### config.mk
export PLATFORM = sky130hd
export DESIGN_NAME = sgpr_ckpt_flat
export DESIGN_NICKNAME = d
export VERILOG_FILES = /design/src/rtl/sgpr_ckpt_pkg.sv /design/src/rtl/sgpr_ckpt_if.sv /design/src/rtl/sgpr_ckpt_bank.sv /design/src/rtl/sgpr_ckpt.sv /design/src/flat_wrapper.sv
export SDC_FILE = /design/constraint.sdc
export NUM_CORES = 2
export LEC_CHECK = 0
export BUFFER_PORTS_ARGS = -buffer_cell sky130_fd_sc_hd__buf_2
export CAP_MARGIN = 0
export CORE_ASPECT_RATIO = 0.6
export CORE_MARGIN = 2
export CORE_UTILIZATION = 64
export DETAILED_ROUTE_END_ITERATION = 8
export PLACE_DENSITY = 0.85
export SKIP_LAST_GASP = 1
export SLEW_MARGIN = 20
export SYNTH_ARGS = -nofsm -noshare
export SYNTH_HDL_FRONTEND = slang
export SYNTH_SLANG_ARGS = --single-unit
### constraint.sdc
create_clock -name clk -period 4.41 [get_ports clk]
set_clock_uncertainty 0.15 [all_clocks]
set_input_delay 0.441 -clock clk [delete_from_list [all_inputs] [get_ports clk]]
set_output_delay 0.441 -clock clk [all_outputs]
set_load 0.02 [all_outputs]
### src/rtl/sgpr_ckpt_pkg.sv
`default_nettype none
// ============================================================================
// Module  : sgpr_pkg
// Purpose : Shared types and default sizes for the checkpointing register
//           file (sgpr_ckpt) and its storage banks.
// Contents: sgpr_state_e   - copy-engine FSM states
//           SGPR_*         - default width / depth / read-port count
// Rev     : 1.0 - initial release
// ============================================================================
package sgpr_pkg;

  localparam int SGPR_DATA_WIDTH = 32;
  localparam int SGPR_ADDR_WIDTH = 5;
  localparam int SGPR_NUM_RD     = 2;

  typedef enum logic [1:0] {
    IDLE     = 2'd0,
    CKPT     = 2'd1,
    ROLLBACK = 2'd2
  } sgpr_state_e;

endpackage
`default_nettype wire

### src/rtl/sgpr_ckpt_if.sv
`default_nettype none
// ============================================================================
// Module  : sgpr_ckpt_if
// Purpose : Register-file access and recovery-control bundle for sgpr_ckpt.
// Ports   : test_en_i            clock-gate test enable (no functional use)
//           raddr_i / rdata_o    NUM_RD combinational read ports (flattened)
//           waddr_i/wdata_i/we_i single write port
//           ckpt_req_i/rb_req_i  checkpoint / rollback requests
//           busy_o/done_o/ckpt_valid_o/wr_drop_o/rb_err_o  status
// Modports: master - fault-recovery controller / decode side
//           slave  - the register file
// Rev     : 1.0 - initial release
// ============================================================================
interface sgpr_ckpt_if
  import sgpr_pkg::*;
#(
  parameter int DATA_WIDTH = SGPR_DATA_WIDTH,
  parameter int ADDR_WIDTH = SGPR_ADDR_WIDTH,
  parameter int NUM_RD     = SGPR_NUM_RD
);

  logic                         test_en_i;
  logic [NUM_RD*ADDR_WIDTH-1:0] raddr_i;
  logic [NUM_RD*DATA_WIDTH-1:0] rdata_o;
  logic [ADDR_WIDTH-1:0]        waddr_i;
  logic [DATA_WIDTH-1:0]        wdata_i;
  logic                         we_i;
  logic                         ckpt_req_i;
  logic                         rb_req_i;
  logic                         busy_o;
  logic                         done_o;
  logic                         ckpt_valid_o;
  logic                         wr_drop_o;
  logic                         rb_err_o;

  modport master (
    output test_en_i, raddr_i, waddr_i, wdata_i, we_i, ckpt_req_i, rb_req_i,
    input  rdata_o, busy_o, done_o, ckpt_valid_o, wr_drop_o, rb_err_o
  );

  modport slave (
    input  test_en_i, raddr_i, waddr_i, wdata_i, we_i, ckpt_req_i, rb_req_i,
    output rdata_o, busy_o, done_o, ckpt_valid_o, wr_drop_o, rb_err_o
  );

endinterface
`default_nettype wire

### src/rtl/sgpr_ckpt_bank.sv
`default_nettype none
// ============================================================================
// Module  : sgpr_bank
// Purpose : Register storage array with one synchronous write port and
//           NUM_RP combinational read ports. Register 0 is hard-wired to
//           zero when ZERO_REG is set.
// Ports   : clk, rst_n            clock, synchronous active-low reset
//           we_i, waddr_i, wdata_i write port
//           raddr_i / rdata_o      flattened read ports, port k = slice k
// Rev     : 1.0 - initial release
// ============================================================================
module sgpr_bank
  import sgpr_pkg::*;
#(
  parameter int DATA_WIDTH = SGPR_DATA_WIDTH,
  parameter int ADDR_WIDTH = SGPR_ADDR_WIDTH,
  parameter int NUM_RP     = SGPR_NUM_RD + 1,
  parameter int ZERO_REG   = 1
) (
  input  logic                         clk,
  input  logic                         rst_n,
  input  logic                         we_i,
  input  logic [ADDR_WIDTH-1:0]        waddr_i,
  input  logic [DATA_WIDTH-1:0]        wdata_i,
  input  logic [NUM_RP*ADDR_WIDTH-1:0] raddr_i,
  output logic [NUM_RP*DATA_WIDTH-1:0] rdata_o
);

  localparam int DEPTH = 2 ** ADDR_WIDTH;

  logic [DATA_WIDTH-1:0] mem_q [DEPTH];
  logic [DATA_WIDTH-1:0] mem_d [DEPTH];

  always_comb begin
    mem_d = mem_q;
    if (we_i && !((ZERO_REG != 0) && (waddr_i == '0))) begin
      mem_d[waddr_i] = wdata_i;
    end
  end

  always_ff @(posedge clk) begin
    if (!rst_n) begin
      for (int i = 0; i < DEPTH; i++) begin
        mem_q[i] <= '0;
      end
    end else begin
      mem_q <= mem_d;
    end
  end

  // Register 0 is forced to zero on the read side as well, so the storage
  // slot never matters even if it were somehow loaded.
  for (genvar k = 0; k < NUM_RP; k++) begin : g_rd
    logic [ADDR_WIDTH-1:0] ra;
    assign ra = raddr_i[k*ADDR_WIDTH +: ADDR_WIDTH];
    assign rdata_o[k*DATA_WIDTH +: DATA_WIDTH] =
      ((ZERO_REG != 0) && (ra == '0)) ? '0 : mem_q[ra];
  end

endmodule
`default_nettype wire

### src/rtl/sgpr_ckpt.sv
`default_nettype none
// ============================================================================
// Module  : sgpr_ckpt
// Purpose : Register file with a shadow bank. A checkpoint copies the
//           working bank into the shadow bank one register per cycle; a
//           rollback copies it back. Writes arriving while a copy runs are
//           dropped and flagged.
// Ports   : clk, rst_n  clock, synchronous active-low reset
//           bus         sgpr_ckpt_if.slave (reads, write, requests, status)
// Rev     : 1.0 - initial release
// ============================================================================
module sgpr_ckpt
  import sgpr_pkg::*;
#(
  parameter int DATA_WIDTH = SGPR_DATA_WIDTH,
  parameter int ADDR_WIDTH = SGPR_ADDR_WIDTH,
  parameter int NUM_RD     = SGPR_NUM_RD,
  parameter int ZERO_REG   = 1
) (
  input  logic        clk,
  input  logic        rst_n,
  sgpr_ckpt_if.slave  bus
);

  localparam int                    DEPTH    = 2 ** ADDR_WIDTH;
  localparam int                    NUM_RP   = NUM_RD + 1;
  localparam logic [ADDR_WIDTH-1:0] LAST_IDX = ADDR_WIDTH'(DEPTH - 1);

  sgpr_state_e           state_q, state_d;
  logic [ADDR_WIDTH-1:0] idx_q, idx_d;
  logic                  ckpt_valid_q, ckpt_valid_d;
  logic                  done_q, done_d;
  logic                  wr_drop_q, wr_drop_d;
  logic                  rb_err_q, rb_err_d;

  logic                  work_we, shadow_we;
  logic [ADDR_WIDTH-1:0] work_waddr;
  logic [DATA_WIDTH-1:0] work_wdata, work_copy, shadow_copy;

  logic [NUM_RP*ADDR_WIDTH-1:0] bank_raddr;
  logic [NUM_RP*DATA_WIDTH-1:0] work_rdata, shadow_rdata;
  logic [NUM_RD*DATA_WIDTH-1:0] unused_shadow_rd;
  logic                         unused_test_en;

  // The extra top read port of each bank follows the copy index.
  assign bank_raddr       = {idx_q, bus.raddr_i};
  assign bus.rdata_o      = work_rdata[NUM_RD*DATA_WIDTH-1:0];
  assign work_copy        = work_rdata[NUM_RD*DATA_WIDTH +: DATA_WIDTH];
  assign shadow_copy      = shadow_rdata[NUM_RD*DATA_WIDTH +: DATA_WIDTH];
  assign unused_shadow_rd = shadow_rdata[NUM_RD*DATA_WIDTH-1:0];
  assign unused_test_en   = bus.test_en_i;

  sgpr_bank #(
    .DATA_WIDTH(DATA_WIDTH), .ADDR_WIDTH(ADDR_WIDTH),
    .NUM_RP(NUM_RP), .ZERO_REG(ZERO_REG)
  ) u_work (
    .clk(clk), .rst_n(rst_n),
    .we_i(work_we), .waddr_i(work_waddr), .wdata_i(work_wdata),
    .raddr_i(bank_raddr), .rdata_o(work_rdata)
  );

  sgpr_bank #(
    .DATA_WIDTH(DATA_WIDTH), .ADDR_WIDTH(ADDR_WIDTH),
    .NUM_RP(NUM_RP), .ZERO_REG(ZERO_REG)
  ) u_shadow (
    .clk(clk), .rst_n(rst_n),
    .we_i(shadow_we), .waddr_i(idx_q), .wdata_i(work_copy),
    .raddr_i(bank_raddr), .rdata_o(shadow_rdata)
  );

  always_comb begin
    state_d      = state_q;
    idx_d        = idx_q;
    ckpt_valid_d = ckpt_valid_q;
    done_d       = 1'b0;
    wr_drop_d    = 1'b0;
    rb_err_d     = 1'b0;
    work_we      = 1'b0;
    work_waddr   = bus.waddr_i;
    work_wdata   = bus.wdata_i;
    shadow_we    = 1'b0;

    case (state_q)
      IDLE: begin
        // The accept-cycle write still lands, so it is part of the copy.
        work_we = bus.we_i;
        if (bus.rb_req_i) begin
          if (ckpt_valid_q) begin
            state_d = ROLLBACK;
            idx_d   = '0;
          end else begin
            rb_err_d = 1'b1;
          end
        end else if (bus.ckpt_req_i) begin
          state_d      = CKPT;
          idx_d        = '0;
          ckpt_valid_d = 1'b0;  // an interrupted checkpoint is never valid
        end
      end
      CKPT: begin
        wr_drop_d = bus.we_i;
        shadow_we = 1'b1;
        idx_d     = idx_q + 1'b1;
        if (idx_q == LAST_IDX) begin
          state_d      = IDLE;
          done_d       = 1'b1;
          ckpt_valid_d = 1'b1;
        end
      end
      ROLLBACK: begin
        wr_drop_d  = bus.we_i;
        work_we    = 1'b1;
        work_waddr = idx_q;
        work_wdata = shadow_copy;
        idx_d      = idx_q + 1'b1;
        if (idx_q == LAST_IDX) begin
          state_d = IDLE;
          done_d  = 1'b1;
        end
      end
      default: state_d = IDLE;
    endcase
  end

  always_ff @(posedge clk) begin
    if (!rst_n) begin
      state_q      <= IDLE;
      idx_q        <= '0;
      ckpt_valid_q <= 1'b0;
      done_q       <= 1'b0;
      wr_drop_q    <= 1'b0;
      rb_err_q     <= 1'b0;
    end else begin
      state_q      <= state_d;
      idx_q        <= idx_d;
      ckpt_valid_q <= ckpt_valid_d;
      done_q       <= done_d;
      wr_drop_q    <= wr_drop_d;
      rb_err_q     <= rb_err_d;
    end
  end

  assign bus.busy_o       = (state_q != IDLE);
  assign bus.done_o       = done_q;
  assign bus.ckpt_valid_o = ckpt_valid_q;
  assign bus.wr_drop_o    = wr_drop_q;
  assign bus.rb_err_o     = rb_err_q;

endmodule
`default_nettype wire

### src/flat_wrapper.sv
// flat-port wrapper written by rule: the top's interface ports become plain ports
module sgpr_ckpt_flat import sgpr_pkg::*;
#(
  parameter int DATA_WIDTH = SGPR_DATA_WIDTH,
  parameter int ADDR_WIDTH = SGPR_ADDR_WIDTH,
  parameter int NUM_RD     = SGPR_NUM_RD,
  parameter int ZERO_REG   = 1
)
  (clk, rst_n, bus_test_en_i, bus_raddr_i, bus_waddr_i, bus_wdata_i, bus_we_i, bus_ckpt_req_i, bus_rb_req_i, bus_rdata_o, bus_busy_o, bus_done_o, bus_ckpt_valid_o, bus_wr_drop_o, bus_rb_err_o);
  sgpr_ckpt_if #(.DATA_WIDTH(DATA_WIDTH), .ADDR_WIDTH(ADDR_WIDTH), .NUM_RD(NUM_RD)) bus_i ();
  input  logic clk;
  input  logic rst_n;
  input wire logic [$bits(bus_i.test_en_i)-1:0] bus_test_en_i;
  input wire logic [$bits(bus_i.raddr_i)-1:0] bus_raddr_i;
  input wire logic [$bits(bus_i.waddr_i)-1:0] bus_waddr_i;
  input wire logic [$bits(bus_i.wdata_i)-1:0] bus_wdata_i;
  input wire logic [$bits(bus_i.we_i)-1:0] bus_we_i;
  input wire logic [$bits(bus_i.ckpt_req_i)-1:0] bus_ckpt_req_i;
  input wire logic [$bits(bus_i.rb_req_i)-1:0] bus_rb_req_i;
  output wire logic [$bits(bus_i.rdata_o)-1:0] bus_rdata_o;
  output wire logic [$bits(bus_i.busy_o)-1:0] bus_busy_o;
  output wire logic [$bits(bus_i.done_o)-1:0] bus_done_o;
  output wire logic [$bits(bus_i.ckpt_valid_o)-1:0] bus_ckpt_valid_o;
  output wire logic [$bits(bus_i.wr_drop_o)-1:0] bus_wr_drop_o;
  output wire logic [$bits(bus_i.rb_err_o)-1:0] bus_rb_err_o;
  assign bus_i.test_en_i = bus_test_en_i;
  assign bus_i.raddr_i = bus_raddr_i;
  assign bus_i.waddr_i = bus_waddr_i;
  assign bus_i.wdata_i = bus_wdata_i;
  assign bus_i.we_i = bus_we_i;
  assign bus_i.ckpt_req_i = bus_ckpt_req_i;
  assign bus_i.rb_req_i = bus_rb_req_i;
  assign bus_rdata_o = bus_i.rdata_o;
  assign bus_busy_o = bus_i.busy_o;
  assign bus_done_o = bus_i.done_o;
  assign bus_ckpt_valid_o = bus_i.ckpt_valid_o;
  assign bus_wr_drop_o = bus_i.wr_drop_o;
  assign bus_rb_err_o = bus_i.rb_err_o;
  sgpr_ckpt #(.DATA_WIDTH(DATA_WIDTH), .ADDR_WIDTH(ADDR_WIDTH), .NUM_RD(NUM_RD), .ZERO_REG(ZERO_REG)) u_core (.clk(clk), .rst_n(rst_n), .bus(bus_i));
endmodule
==> flow_summary.json <==
{
  "worst_r2r_startpoint": "u_core.idx_q[0]",
  "mappedNetlistNets": 9387,
  "share_of_async_settable_or_async_resettable_flops_after_synthesis_pct": 0,
  "synth.distinct_cells": 64,
  "first_pass_detailed_route_iteration_total": 9,
  "die_width_um": 508.1,
  "drive_gt1_share_pct": 21.58,
  "wirelength_um": 332700,
  "worstSetupStartpointType": "flop",
  "cts_repair_resized_insts": 0,
  "placement.io_buffers": 120,
  "preCtsSetupSlack_ns": 0.4440,
  "timing.reg2reg.setup_slack_ns": 0.35,
  "area.growth.synth_to_final_pct": 8.496,
  "core.rowCount": 110,
  "run_status": "finished, violations left",
  "critical_path_required_ns": 4.92,
  "final_critical_path_setup_slack_ns": 0.3494,
  "comb_power_share_pct": 9.4,
  "timing.max_slew.rel_slack_pct": 16.48,
  "timing.setup.tns_ns": 0,
  "maximum_number_of_pins_on_one_net_before_global_route_repair": 221,
  "internal-power_uw": 28800,
  "setup_viol_count_final": 0,
  "layout.cells.most_common_list": "2056 x dfxtp_1, 1633 x o21ai_0, 1194 x nand2_1",
  "critPathLaunch": "u_core.idx_q[0]",
  "p_switching_uw": 10040,
  "tritoncts": "yes",
  "start_util_pct": 64.75,
  "gr-usage-all-layers_pct": 41.65,
  "dieHeight_um": 306.5,
  "arrival_worst_endpoint_ns": 4.57,
  "postRouteAntennaNets": 0,
  "route.detailed.vias_per_inst": 7.655,
  "timing.final.hold_violations": 0,
  "ys.flop_type": "dfxtp_1",
  "p_leak_uw": 0.03680,
  "clkSlewWorstSetupHoldPaths_ns": 0.07,
  "min_path_type": "in -> reg",
  "design.core.area_mm2": 0.1507,
  "reg2reg_to": "u_core.u_shadow.mem_q[827]",
  "grt-ovfl-total": 0,
  "first_global_vias": 83310,
  "cts_htree_levels": 4,
  "yosys_warnings": 0,
  "worstSetupEndpoint": "u_core.u_shadow.mem_q[827]",
  "setup_repair_after_global_routing_missed_its_margin": "false",
  "syn-mean-instance-area_um2": 10.46,
  "final_min_period_over_clock_period_pct": 92.08,
  "post-route-min-period_ns": 4.061,
  "power.clock.fraction_pct": 41.9,
  "routed_wire_length_per_instance_um": 30.25,
  "ff_latch_area_mm2": 0.04123,
  "cts_buffers": 174,
  "drv_cap": 0,
  "cts_root_buf": "clkbuf_16",
  "cp-end-kind": "flop",
  "clk_latency_ns": 0.86,
  "cts_max_path_buffers": 3,
  "antenna_violations_before_repair": 8,
  "multi_input_comb_area_mm2": 0.05220,
  "sequentialPowerShare_pct": 48.7,
  "total_number_of_vias": 84180,
  "power_switching_share_pct": 25.86,
  "timing_max_transition_violations_final": 0,
  "sinks_on_clock_net": 2059,
  "final_common_cell": "dfxtp_1",
  "globalplace.congestion": 0.9312,
  "syn_area_mm2": 0.09759,
  "crit_type": "reg -> reg",
  "hpwl_um": 198400,
  "r2r_cells": 6,
  "number_of_flops_mapped_to_enable_cells_by_yosys": 0,
  "die-area_mm2": 0.1557,
  "cp_max_fo": 35,
  "violated_checks": "design-rule violations",
  "post-route-drc-count": 1,
  "tightestPinTransition_ns": 1.253,
  "synth.yosys.seq_area_share_pct": 42.24,
  "power-per-cell-area_mw_per_mm2": 366.9,
  "final_net_count": 8894,
  "detailedRoute.firstIterationViolations": 16140,
  "count_of_filler_cells_inserted_in_the_layout": 9634,
  "ir_worst_vdd_v": 0.0004528,
  "global_route_wire_length_before_repair_um": 496400,
  "ioPinCount": 122,
  "postSynthRegisterBits": 2059,
  "fmax_mhz": 246.3,
  "netlist_instances": 9325,
  "cts_post_setup_buffers_inserted": 0
}
sequential cells by signal (all words and copies together), names as in the netlist:
signal and count:
u_core.bus.ckpt_valid_o 1, u_core.bus.done_o 1, u_core.bus.rb_err_o 1, u_core.bus.wr_drop_o 1, u_core.idx_q 5, u_core.state_q 2
u_core.u_shadow.mem_q 1024, u_core.u_work.mem_q 1024
worst min-delay path by stage:
stage / startpoint / end / slack [ns] / cells after the start
final: bus_ckpt_req_i / u_core.bus.ckpt_valid_o / 0.12 / 5
after global routing: bus_ckpt_req_i / u_core.bus.ckpt_valid_o / 0.13 / 5
after CTS: bus_ckpt_req_i / u_core.bus.ckpt_valid_o / 0.05 / 5
after detailed placement: u_core.u_shadow.mem_q[386] / u_core.u_shadow.mem_q[386] / 0.29 / 2
after global placement: u_core.u_shadow.mem_q[396] / u_core.u_shadow.mem_q[396] / 0.28 / 2
after floorplan: u_core.u_shadow.mem_q[128] / u_core.u_shadow.mem_q[128] / 0.27 / 2
logic make-up after synthesis:
| group | share of synthesized area (%) |
|---|---|
| AOI/OAI and AO/OA | 13.53 |
| adders and majority gates | 0.1154 |
| buffers and inverters | 4.961 |
| DFF | 42.24 |
| muxes | 29.50 |
| and+or+nand+nor | 9.652 |
synth_stat cells, types with 75 or more instances:
library cell	number	share of area [%]
o21ai_0	1633	8.4
mux4_2	1024	24
o21ai_1	156	0.80
clkbuf_1	646	2.5
buf_2	267	1.4
o22ai_1	90	0.58
mux2i_1	424	4.3
inv_1	75	0.29
a21oi_1	225	1.2
a22oi_1	192	1.5
buf_1	97	0.37
mux2_2	128	1.5
dfxtp_1	2059	42
nand2_1	1210	4.7
nand3_1	706	3.6
critical path, cell delays in order (launching register included):
cell and delay (ns):
dfxtp_4 0.92, buf_12 0.33, or4b_2 0.42, o22ai_1 0.15, nor4_1 0.65, o211a_1 0.94, o21ai_0 0.28
power groups by stage:
stage | Clock [uW] | Sequential [uW] | Combinational (uW)
floorplan | 0 | 19200 | 2340
global placement | 0 | 19300 | 3390
detailed placement | 0 | 19300 | 3470
CTS | 16100 | 18900 | 3490
global route | 16900 | 18900 | 3740
finish | 16300 | 18900 | 3670
through the flow:
step                hold WS [ns]  std cells  utilization, %  power [uW]  cell area [um2]
floorplan                 0.2696       9325               -       21580            97590
global placement          0.2774      10660           66.24       22690            99830
detailed placement        0.2868      10660           66.24       22790            99830
CTS                      0.05404      10980           70.15       38500           105700
global route              0.1317      10990           70.25       39530           105900
finish                    0.1178      11000           70.25       38850           105900
per-layer routing:
layer | part of all wire [%] | GRT usage [%]
met1 | 34 | 53.60
met3 | 18 | 16.39
met2 | 42 | 59.03
met4 | 7.0 | 25.56
met5 | 0.031 | 0.3086
what timing repair did:
| item | in CTS | in global routing |
|---|---|---|
| endpoints found under the hold margin | 36 | 0 |
| setup endpoints to repair | 0 | 0 |
| hold buffers | 3 | 0 |
cell type report:
cell class / instances / share of cell area, %
Timing Repair Buffer: 395 / 3.545
Tap cell: 2016 / 2.382
Clock buffer: 263 / 4.966
Sequential cell: 2059 / 38.94
Antenna cell: 9 / 0.02127
Multi-Input combinational cell: 6125 / 49.30
Inverter: 77 / 0.2730
Clock inverter: 52 / 0.5708
Note: power is estimated with default switching activity, not from simulation.
